==> config.mk <==
export PLATFORM = sky130hd
export DESIGN_NAME = load_store_unit
export DESIGN_NICKNAME = d
export VERILOG_FILES = /design/src/rtl/load_store_unit.sv
export SDC_FILE = /design/constraint.sdc
export NUM_CORES = 1
export LEC_CHECK = 0
export ABC_AREA = 1
export BUFFER_PORTS_ARGS = -buffer_cell sky130_fd_sc_hd__buf_2
export CAP_MARGIN = 40
export CORE_UTILIZATION = 52
export DETAILED_ROUTE_END_ITERATION = 7
export GPL_TIMING_DRIVEN = 0
export PLACE_DENSITY = 0.84
export REMOVE_ABC_BUFFERS = 1
export SYNTH_ARGS = -nofsm -noshare
export SYNTH_HDL_FRONTEND = slang
export SYNTH_SLANG_ARGS = --single-unit
==> constraint.sdc <==
create_clock -name clk -period 5.3 [get_ports clk]
set_input_delay 1.06 -clock clk [delete_from_list [all_inputs] [get_ports clk]]
set_output_delay 1.06 -clock clk [all_outputs]
set_load 0.02 [all_outputs]
==> src/rtl/load_store_unit.sv <==
// Load/store unit: data-memory handshake, store lane steering and load extension.
// Holds the core in stall from request issue until the access completes.
module load_store_unit #(
  parameter int unsigned ADDR_WIDTH = 32
) (
  input  logic                  clk,
  input  logic                  rst,
  input  logic                  load,
  input  logic                  store,
  input  logic [2:0]            func_3,
  input  logic [ADDR_WIDTH-1:0] address,
  input  logic [31:0]           store_data,
  output logic [31:0]           load_data,
  output logic                  stall,
  output logic                  fault,
  output logic                  mem_request,
  output logic                  mem_write,
  output logic [ADDR_WIDTH-1:0] mem_address,
  output logic [31:0]           mem_write_data,
  output logic [3:0]            mem_byte_enable,
  input  logic                  mem_ready,
  input  logic [31:0]           mem_read_data
);

  typedef enum logic [1:0] {IDLE, ACCESS, DONE} state_e;

  state_e                state_q, state_d;
  logic [31:0]           load_data_q, load_data_d;
  logic                  mem_request_q, mem_request_d;
  logic                  mem_write_q, mem_write_d;
  logic [ADDR_WIDTH-1:0] mem_address_q, mem_address_d;
  logic [31:0]           mem_write_data_q, mem_write_data_d;
  logic [3:0]            mem_byte_enable_q, mem_byte_enable_d;
  logic [1:0]            addr_lo_q, addr_lo_d;
  logic [2:0]            func_3_q, func_3_d;

  logic        legal_f3, misaligned, access_err, start;
  logic [31:0] wdata, lane, ext;
  logic [3:0]  be;

  // Request decode and fault detection; only meaningful while idle
  always_comb begin
    legal_f3 = 1'b0;
    if (load)  legal_f3 = (func_3 inside {3'b000, 3'b001, 3'b010, 3'b100, 3'b101});
    if (store) legal_f3 = (func_3 inside {3'b000, 3'b001, 3'b010});
    misaligned = ((func_3[1:0] == 2'b01) && address[0]) ||
                 ((func_3[1:0] == 2'b10) && (address[1:0] != 2'b00));
    access_err = (load & store) | ((load ^ store) & (~legal_f3 | misaligned));
    start      = (state_q == IDLE) && (load ^ store) && !access_err;
    fault      = (state_q == IDLE) && access_err;
    stall      = start || (state_q == ACCESS);
  end

  // Store lane replication and byte enables; loads always read the full word
  always_comb begin
    wdata = store_data;
    be    = 4'b1111;
    if (store) begin
      case (func_3[1:0])
        2'b00: begin
          wdata = {4{store_data[7:0]}};
          be    = 4'(4'b0001 << address[1:0]);
        end
        2'b01: begin
          wdata = {2{store_data[15:0]}};
          be    = address[1] ? 4'b1100 : 4'b0011;
        end
        default: begin
          wdata = store_data;
          be    = 4'b1111;
        end
      endcase
    end
  end

  // Load lane select and sign/zero extension from the latched access
  always_comb begin
    lane = mem_read_data >> {addr_lo_q, 3'b000};
    case (func_3_q)
      3'b000:  ext = {{24{lane[7]}}, lane[7:0]};
      3'b001:  ext = {{16{lane[15]}}, lane[15:0]};
      3'b100:  ext = {24'd0, lane[7:0]};
      3'b101:  ext = {16'd0, lane[15:0]};
      default: ext = mem_read_data;
    endcase
  end

  always_comb begin
    state_d           = state_q;
    load_data_d       = load_data_q;
    mem_request_d     = mem_request_q;
    mem_write_d       = mem_write_q;
    mem_address_d     = mem_address_q;
    mem_write_data_d  = mem_write_data_q;
    mem_byte_enable_d = mem_byte_enable_q;
    addr_lo_d         = addr_lo_q;
    func_3_d          = func_3_q;
    case (state_q)
      IDLE: begin
        if (start) begin
          state_d           = ACCESS;
          mem_request_d     = 1'b1;
          mem_write_d       = store;
          mem_address_d     = {address[ADDR_WIDTH-1:2], 2'b00};
          mem_write_data_d  = wdata;
          mem_byte_enable_d = be;
          addr_lo_d         = address[1:0];
          func_3_d          = func_3;
        end
      end
      ACCESS: begin
        if (mem_ready) begin
          state_d       = DONE;
          mem_request_d = 1'b0;
          if (!mem_write_q) load_data_d = ext;
        end
      end
      // Retiring instruction still presents load/store here; never restart from DONE
      DONE:    state_d = IDLE;
      default: state_d = IDLE;
    endcase
  end

  always_ff @(posedge clk or posedge rst) begin
    if (rst) begin
      state_q           <= IDLE;
      load_data_q       <= '0;
      mem_request_q     <= 1'b0;
      mem_write_q       <= 1'b0;
      mem_address_q     <= '0;
      mem_write_data_q  <= '0;
      mem_byte_enable_q <= '0;
      addr_lo_q         <= '0;
      func_3_q          <= '0;
    end else begin
      state_q           <= state_d;
      load_data_q       <= load_data_d;
      mem_request_q     <= mem_request_d;
      mem_write_q       <= mem_write_d;
      mem_address_q     <= mem_address_d;
      mem_write_data_q  <= mem_write_data_d;
      mem_byte_enable_q <= mem_byte_enable_d;
      addr_lo_q         <= addr_lo_d;
      func_3_q          <= func_3_d;
    end
  end

  assign load_data       = load_data_q;
  assign mem_request     = mem_request_q;
  assign mem_write       = mem_write_q;
  assign mem_address     = mem_address_q;
  assign mem_write_data  = mem_write_data_q;
  assign mem_byte_enable = mem_byte_enable_q;

endmodule

==> summary.txt, run 1 <==
Critical path
  – Critical path capture point type: output pin
  – Critical setup path kind: input port to output pin
  – WP data required: 4240 ps
  – Largest delay contributor family on the critical path: buffers and inverters
  – Crit path buf inv count: 4
  – Crit-path max FO: 54
  – Crit-path slowest cell: inv_2
  – Startpoint types: input port
  – Crit path DAT: 2970 ps
  – CP most frequent cell: buf_2
  – Critical Path Max Stage Delay: 470 ps
  – CP Cell Sequence: buf_2, ha_1, inv_2, nand4_4, buf_12, nand2_1, buf_2

Timing
  – Fin Setup TNS: 0 ps
  – Final period demand of the worst path: 4030 ps
  – Setup ws final: 1270 ps
  – Final setup violating endpoints: 0
  – Final Skew: 18.0 ps
  – Actual slew at the worst max-slew pin: 849 ps
  – Hold Slack: 489 ps
  – Fmax: 248 MHz
  – Max transition margin: 43.4%
  – Fin. max-slew vios: 0
  – Final Cycle Share: 76.0%
  – RSZ-0062 raised after global routing: false
  – Fin. Hold Viols: 0

Layout
  – Layout Utilization: 66.5%
  – Commonest non-fill, non-tap cell in the layout: nand2_1
  – Filler Cell Count: 911
  – Fin area: 6930 um2
  – Share of post-route cells with drive strength above 1: 28.6%
  – Final #Nets: 1020
  – P&R area growth vs syn: 23.0%
  – Most frequent cells in the layout: nand2_1, buf_2, dfrtp_1
  – Final std cells w/o fill: 1056
  – Ant diodes: 0
  – Reg area: 2680 um2
  – Multi-input gate area: 2510 um2

Logic synthesis
  – Largest family of logic cells by synthesized area: simple AND/OR/NAND/NOR gates
  – Mux share of post-synthesis cell area: 0%
  – Synth Register Bits: 107
  – Synthesized instance count: 747
  – Post-synthesis compound-gate area fraction: 6.60%
  – Yosys cell types: 26
  – Post-synthesis sequential area ratio: 47.5%
  – Ys Warns: 0
  – Syn Area/Cell: 7.54 um2
  – Simple-gate share of the synthesized area: 37.1%
  – Synthesized-area fraction occupied by adder cells: 0.222%
  – Post-synthesis xor/xnor area fraction: 0%
  – Syn Std Cell Area: 5630 um2

CTS
  – Number of setup buffers added after CTS: 0
  – Clk buf depth: 2
  – H-tree levels: 3
  – Num CTS Buffers: 9
  – Cts hold-fix bufs: 0
  – Post_cts resized: 0
  – Clock Sinks: 107
  – TritonCTS clock tree: yes
  – Clk_lat worst skew: 380 ps
  – Clock-pin slew on the worst setup and hold paths: 110 ps
  – Root Driver: clkbuf_8

Placement
  – DP Worst Slack: 1270 ps
  – RePlAce Congestion: 0.896
  – Placed Cells: 1040
  – PortBufs: 205
  – Post-DP HPWL: 10.7 mm
  – Placed Instance Area: 6720 um2

Drt
  – # DRC: 0
  – Per-cell routed wire length: 14.8 um
  – Via count: 5762
  – Final ANT Viol Nets: 0
  – WL final: 15.6 mm
  – DR iter-0 viols: 461
  – Drt pass-1 iters: 5
  – Via density: 5.46

Floorplan
  – Core area: 10400 um2
  – Die W: 106 um
  – Area of the die: 11300 um2
  – Initial Utilization: 54.1%
  – Row Count: 37
  – Die Height: 106 um
  – Ports: 208

Power and ir drop
  – Power Total: 3.47 mW
  – Peak VDD IR: 0.269 mV
  – Combinational fraction of design power: 46.1%
  – Clock Power Share: 14.8%
  – Leakage Power: 3.84 nW
  – PD cells: 501 nW/um2
  – Switching pwr: 1.57 mW
  – Pint: 1.90 mW
  – Switch share: 45.2%
  – Reg power frac: 39.1%

Run status
  – Status: completed

GRT
  – Global-route wire length before repair: 25.6 mm
  – Gr usage total: 28.4%
  – Pin count of the biggest net entering global routing: 63
  – Initial antenna violation count: 0
  – Vias in the first global route: 5300
  – Total gr overflow: 0

Worst hold path
  – Hold Path Class: flip-flop to flip-flop

Job
  – Max_cap viols: 0
[registers in the layout, summed over array words and instances (netlist names), 2 cells and up]
name	flops
mem_byte_enable	4
state_q	2
mem_address	30
addr_lo_q	2
mem_write_data	32
func_3_q	3
load_data	32
[Yosys cell counts]
cell | number | share of area [%]
or2_1 | 1 | 0.11
nand3_1 | 49 | 4.4
inv_1 | 38 | 2.5
nand2_2 | 1 | 0.11
o21bai_1 | 1 | 0.13
clkinv_1 | 1 | 0.067
clkbuf_1 | 22 | 1.5
dfrtp_1 | 107 | 48
buf_2 | 20 | 1.8
nand2_1 | 302 | 20
o211ai_1 | 8 | 1.1
o21ai_0 | 29 | 2.6
nand4_1 | 72 | 8.0
conb_1 | 1 | 0.067
buf_6 | 8 | 1.6
a21oi_2 | 1 | 0.16
ha_1 | 1 | 0.22
nand4_2 | 1 | 0.22
a21oi_1 | 28 | 2.5
o21ai_1 | 2 | 0.18
or2_2 | 24 | 2.7
nor2_1 | 18 | 1.2
nor2_2 | 2 | 0.22
buf_4 | 7 | 0.93
nor3_1 | 1 | 0.089
inv_2 | 2 | 0.13
[worst paths after layout]
path / startpoint / to / slack [ps] / cells after the start
max: store / stall / 1270 / 7
min: load_data[4] / load_data[4] / 490 / 2
max reg2reg: addr_lo_q[0] / load_data[13] / 3030 / 7
min reg2reg: load_data[4] / load_data[4] / 490 / 2
max in group asynchronous: rst / mem_write_data[27] / 3840 / 3
min in group asynchronous: rst / load_data[18] / 750 / 2
[metal layers]
| metal | GRT usage [%] | vias up | part of all wire (%) |
|---|---|---|---|
| met5 | 0 | - | 0 |
| met3 | 7.23 | 22 | 9.2 |
| met1 | 38.4 | 2684 | 41 |
| li1 | - | 2773 | - |
| met2 | 45.5 | 283 | 48 |
| met4 | 7.64 | 0 | 1.5 |
[cell families after synthesis]
kind of cell    Yosys count
compound gates           69
fa+ha+maj                 1
buf+inv                  98
flops                   107
other cells               1
simple gates            471
[layout make-up]
cell class | instances | share of cell area [%]
clock buffers | 9 | 1.79
multi-input cells | 543 | 36.2
inverters | 41 | 2.26
clock inverters | 7 | 1.21
repair buffers | 213 | 17.5
flip-flops and latches | 107 | 38.6
well taps | 136 | 2.46
[tightest hold or removal path: cells and delay by family, from the launching register on]
kind / cells / cell delay, ps
flops: 1 / 360
simple gates: 2 / 100
[power by group through the flow]
stage / clock, mW / sequential (mW) / combinational [mW]
finish: 0.512 / 1.36 / 1.60
detailed placement: 0 / 1.36 / 1.61
global route: 0.551 / 1.40 / 1.76
CTS: 0.521 / 1.35 / 1.61
global placement: 0 / 1.38 / 1.51
floorplan: 0 / 1.76 / 0.588
(Power assumes the default switching activity.)
==> inputs of run 2 (changes only) <==
- CORE_UTILIZATION: 52 -> 50
- PLACE_DENSITY: 0.84 -> 0.81
- clock period: 5.3 -> 3.9 ns (I/O delays scaled with it)
==> run 2 against run 1 <==
Clock skew is 9.8 ps lower; combinational power is 32% higher; clock power grew 41%; hold slack lost 28 ps; utilization decreased by 3.1 points; setup slack got worse by 890 ps; first-iteration DRC count shrank 3.0%; cell area is 0.42% lower; highest routed layer unchanged; flip-flop and latch count stayed put; sequential share of layout area up 0.16 points; via count is 0.45% lower.
==> summary.txt, run 2 (synthesized netlist as in run 1, its figures left out) <==
CTS
  – Root Driver: clkbuf_8
  – H-tree levels: 3
  – Clk_lat worst skew: 370 ps
  – Clk buf depth: 2
  – Clock-pin slew on the worst setup and hold paths: 110 ps
  – Post_cts resized: 0
  – Clock Sinks: 107
  – Cts hold-fix bufs: 0
  – Number of setup buffers added after CTS: 0
  – TritonCTS clock tree: yes
  – Num CTS Buffers: 9

Floorplan
  – Die Height: 108 um
  – Row Count: 38
  – Area of the die: 11700 um2
  – Core area: 10900 um2
  – Die W: 108 um
  – Ports: 208
  – Initial Utilization: 51.7%

Drt
  – Via count: 5736
  – # DRC: 0
  – Drt pass-1 iters: 5
  – DR iter-0 viols: 447
  – Final ANT Viol Nets: 0
  – WL final: 15.6 mm
  – Via density: 5.42
  – Per-cell routed wire length: 14.7 um

Power and ir drop
  – Power Total: 4.71 mW
  – Peak VDD IR: 0.337 mV
  – PD cells: 682 nW/um2
  – Leakage Power: 3.82 nW

Placement
  – Post-DP HPWL: 10.5 mm
  – PortBufs: 205
  – RePlAce Congestion: 0.897
  – Placed Instance Area: 6690 um2
  – Placed Cells: 1043
  – DP Worst Slack: 413 ps

Timing
  – RSZ-0062 raised after global routing: false
  – Final Skew: 8.26 ps
  – Setup ws final: 383 ps
  – Final Cycle Share: 90.2%
  – Final period demand of the worst path: 3520 ps
  – Fin. Hold Viols: 0
  – Max transition margin: 39.2%
  – Final setup violating endpoints: 0
  – Actual slew at the worst max-slew pin: 913 ps
  – Fin. max-slew vios: 0
  – Fmax: 284 MHz

Job
  – Max_cap viols: 0

Layout
  – Fin area: 6900 um2
  – Share of post-route cells with drive strength above 1: 28.5%
  – Ant diodes: 0
  – P&R area growth vs syn: 22.5%
  – Most frequent cells in the layout: nand2_1, buf_2, dfrtp_1
  – Final #Nets: 1019
  – Final std cells w/o fill: 1059
  – Filler Cell Count: 982
  – Commonest non-fill, non-tap cell in the layout: nand2_1

Critical path
  – Crit-path slowest cell: inv_2
  – Crit path buf inv count: 4
  – RR Endpoint: load_data[19]
  – Crit-path max FO: 52
  – Reg2Reg Setup Slack: 1460 ps
  – CP Cell Sequence: buf_2, ha_1, inv_2, nand4_4, buf_12, nand2_1, buf_2
  – Crit path DAT: 2740 ps
  – R2r startpoint: func_3_q[1]
  – Critical Path Max Stage Delay: 470 ps
  – WP data required: 3120 ps
  – CP most frequent cell: buf_2
  – Startpoint types: input port
  – Critical setup path kind: input port to output pin
  – Largest delay contributor family on the critical path: buffers and inverters
  – Critical path capture point type: output pin
  – Worst Reg-to-Reg Cells: 7

GRT
  – Vias in the first global route: 5152
  – Pin count of the biggest net entering global routing: 62
  – Total gr overflow: 0
  – Initial antenna violation count: 0
  – Global-route wire length before repair: 25.1 mm
  – Gr usage total: 27.4%

Run status
  – Status: completed

Worst hold path
  – Hold Path Class: input port to asynchronous set/reset pin
==> run 2: changes by cell type in the layout (fill, tap and decap cells not counted) <==
cell,change
buf_12,+1
buf_16,-2
bufinv_16,+1
clkinv_8,-3
clkinvlp_4,+2
inv_6,-2
inv_8,+2
==> run 2: worst max path at each step <==
stage	from	end	slack, ps	cells after the start
finish	store	stall	380	7
global route	store	stall	270	7
CTS	store	stall	400	7
detailed placement	store	stall	410	7
global placement	func_3[0]	fault	-2450	6
floorplan	func_3[0]	fault	-890	4
==> run 2: per-layer routing <==
layer / routed length, um / vias up / part of all wire (%) / track usage, %
met5: 0 / - / 0 / 0
met4: 296 / 0 / 1.9 / 8.12
met3: 1370 / 25 / 8.8 / 7.41
met2: 7160 / 251 / 46 / 43.4
met1: 6730 / 2691 / 43 / 36.8
li1: - / 2769 / - / -
==> run 2: final cells by class <==
class	instances	area, um2	area share [%]
tap	140	175	2.54
sequential	107	2680	38.8
timing repair buffer	212	1180	17.0
inverter	41	156	2.27
clock buffer	9	124	1.80
clock inverter	7	85.1	1.23
multi-input combinational	543	2510	36.3
==> run 2: power by group <==
| part | leakage [nW] | switching, mW | internal [mW] |
|---|---|---|---|
| logic | 2.49 | 1.38 | 0.745 |
| registers | 1.23 | 0.304 | 1.56 |
| clock network | 0.0999 | 0.414 | 0.310 |
==> run 2: metrics by stage <==
step | hold slack [ps] | TNS (ps) | util, %
after global routing | 499 | 0 | 63.4
after CTS | 481 | 0 | 63.4
after floorplan | 473 | -1620 | -
after detailed placement | 460 | 0 | 61.5
final | 461 | 0 | 63.4
after global placement | 458 | -239140 | 59.8
==> inputs of run 3 (changes only) <==
- CORE_ASPECT_RATIO: unset -> 0.6
==> run 3 against run 2 <==
Utilization is 1.5 points higher; sequential share of layout area is 0.51 points lower; die area up 0.12%; the flow now finishes with violations (design-rule violations); clock skew is essentially flat; non-clock buffer count rose by 1; global-route usage is 0.38 points higher; fmax increased by 4.6%; register-to-register slack gained 120 ps; critical path type unchanged; clock power rose by 20%; flip-flop and latch count stayed put; wire length up 2.6%; setup slack better by 150 ps.
==> summary.txt, run 3 (synthesized netlist as in run 1, its figures left out) <==
GRT
  – Global-route wire length before repair: 26.0 mm
  – Vias in the first global route: 5011
  – Initial antenna violation count: 0
  – Pin count of the biggest net entering global routing: 65
  – Total gr overflow: 0
  – Gr usage total: 27.8%

Critical path
  – Crit path DAT: 2580 ps
  – Crit path launch: store
  – Critical setup path kind: input port to output pin
  – WP data required: 3120 ps
  – Startpoint types: input port
  – R2r startpoint: addr_lo_q[0]
  – Crit-path max FO: 35
  – Critical path capture point type: output pin

CTS
  – Clock-pin slew on the worst setup and hold paths: 70 ps
  – TritonCTS clock tree: yes
  – Clk buf depth: 2
  – Clock Sinks: 107
  – Root Driver: clkbuf_16
  – Post_cts resized: 0
  – H-tree levels: 3
  – Cts hold-fix bufs: 0
  – Number of setup buffers added after CTS: 0
  – Num CTS Buffers: 9
  – Clk_lat worst skew: 340 ps

Drt
  – Per-cell routed wire length: 15.1 um
  – WL final: 16.0 mm
  – Final ANT Viol Nets: 0
  – Via density: 5.37
  – DR iter-0 viols: 495
  – # DRC: 15
  – Drt pass-1 iters: 8
  – Via count: 5689

Layout
  – Ant diodes: 0
  – Commonest non-fill, non-tap cell in the layout: nand2_1
  – Filler Cell Count: 951
  – Final std cells w/o fill: 1059
  – Most frequent cells in the layout: nand2_1, buf_2, dfrtp_1
  – P&R area growth vs syn: 24.1%
  – Final #Nets: 1020
  – Layout Utilization: 64.9%
  – Share of post-route cells with drive strength above 1: 28.5%

Timing
  – RSZ-0062 raised after global routing: false
  – Hold Slack: 477 ps
  – Final period demand of the worst path: 3360 ps
  – Fin. Hold Viols: 0
  – Actual slew at the worst max-slew pin: 842 ps
  – Final Cycle Share: 86.2%
  – Max transition margin: 43.7%
  – Fmax: 297 MHz
  – Final setup violating endpoints: 0
  – Final Skew: 8.26 ps
  – Fin. max-slew vios: 0

Run status
  – Failing checks: design-rule violations
  – Status: finished with violations

Placement
  – PortBufs: 205
  – Placed Cells: 1043
  – Post-DP HPWL: 11.0 mm
  – RePlAce Congestion: 0.871

Power and ir drop
  – Leakage Power: 3.87 nW
  – PD cells: 701 nW/um2
  – Peak VDD IR: 0.306 mV

Floorplan
  – Core area: 10800 um2
  – Row Count: 29
  – Area of the die: 11700 um2
  – Initial Utilization: 52.3%
  – Die Height: 84.2 um
  – Ports: 208
  – Die W: 139 um

Job
  – Max_cap viols: 0

Worst hold path
  – Hold Path Class: flip-flop to flip-flop
  – Hold Startpoint: mem_address[2]
==> run 3: per-stage QoR <==
step	area, um2	TNS [ps]	setup WS, ps	power [mW]
2_1_floorplan	5310	-1620	-887	3.19
3_3_place_gp	6510	-228520	-2320	3.95
3_5_place_dp	6710	0	548	4.03
4_1_cts	6990	0	545	4.91
5_1_grt	6990	0	400	5.23
6_report	6990	0	537	4.90
==> run 3: power breakdown <==
| part | total (mW) | switching [mW] | internal (mW) |
|---|---|---|---|
| sequential | 1.85 | 0.283 | 1.56 |
| clock | 0.870 | 0.416 | 0.454 |
| combinational | 2.18 | 1.43 | 0.757 |
| total | 4.90 | 2.13 | 2.77 |
==> run 3: final cells by class <==
class / count / area [um2] / share of cell area [%]
Clock inverter: 5 / 36.3 / 0.519
Inverter: 41 / 156 / 2.24
Timing Repair Buffer: 213 / 1200 / 17.1
Clock buffer: 11 / 243 / 3.47
Multi-Input combinational cell: 543 / 2510 / 35.8
Sequential cell: 107 / 2680 / 38.3
Tap cell: 139 / 174 / 2.49
==> run 3: worst paths after layout <==
kind	end	slack, ps	depth (start not counted)
worst min register to register	mem_address[2]	480	2
max in group asynchronous	mem_write_data[29]	2690	3
worst max-delay path	stall	540	6
min in group asynchronous	load_data[3]	490	2
worst max register to register	load_data[9]	1580	7
worst min-delay path	mem_address[2]	480	2
==> run 3: critical path, cell delays in order <==
cell and delay (ps):
buf_2 190, ha_1 220, inv_2 480, nand4_4 540, nand2_1 170, buf_2 180
==> run 3: routing by layer <==
layer | GRT usage [%] | routed length (um) | vias up
met5 | 0 | 0 | -
li1 | - | - | 2773
met1 | 41.8 | 7510 | 2619
met3 | 6.39 | 1490 | 19
met4 | 6.26 | 172 | 0
met2 | 40.7 | 6780 | 278
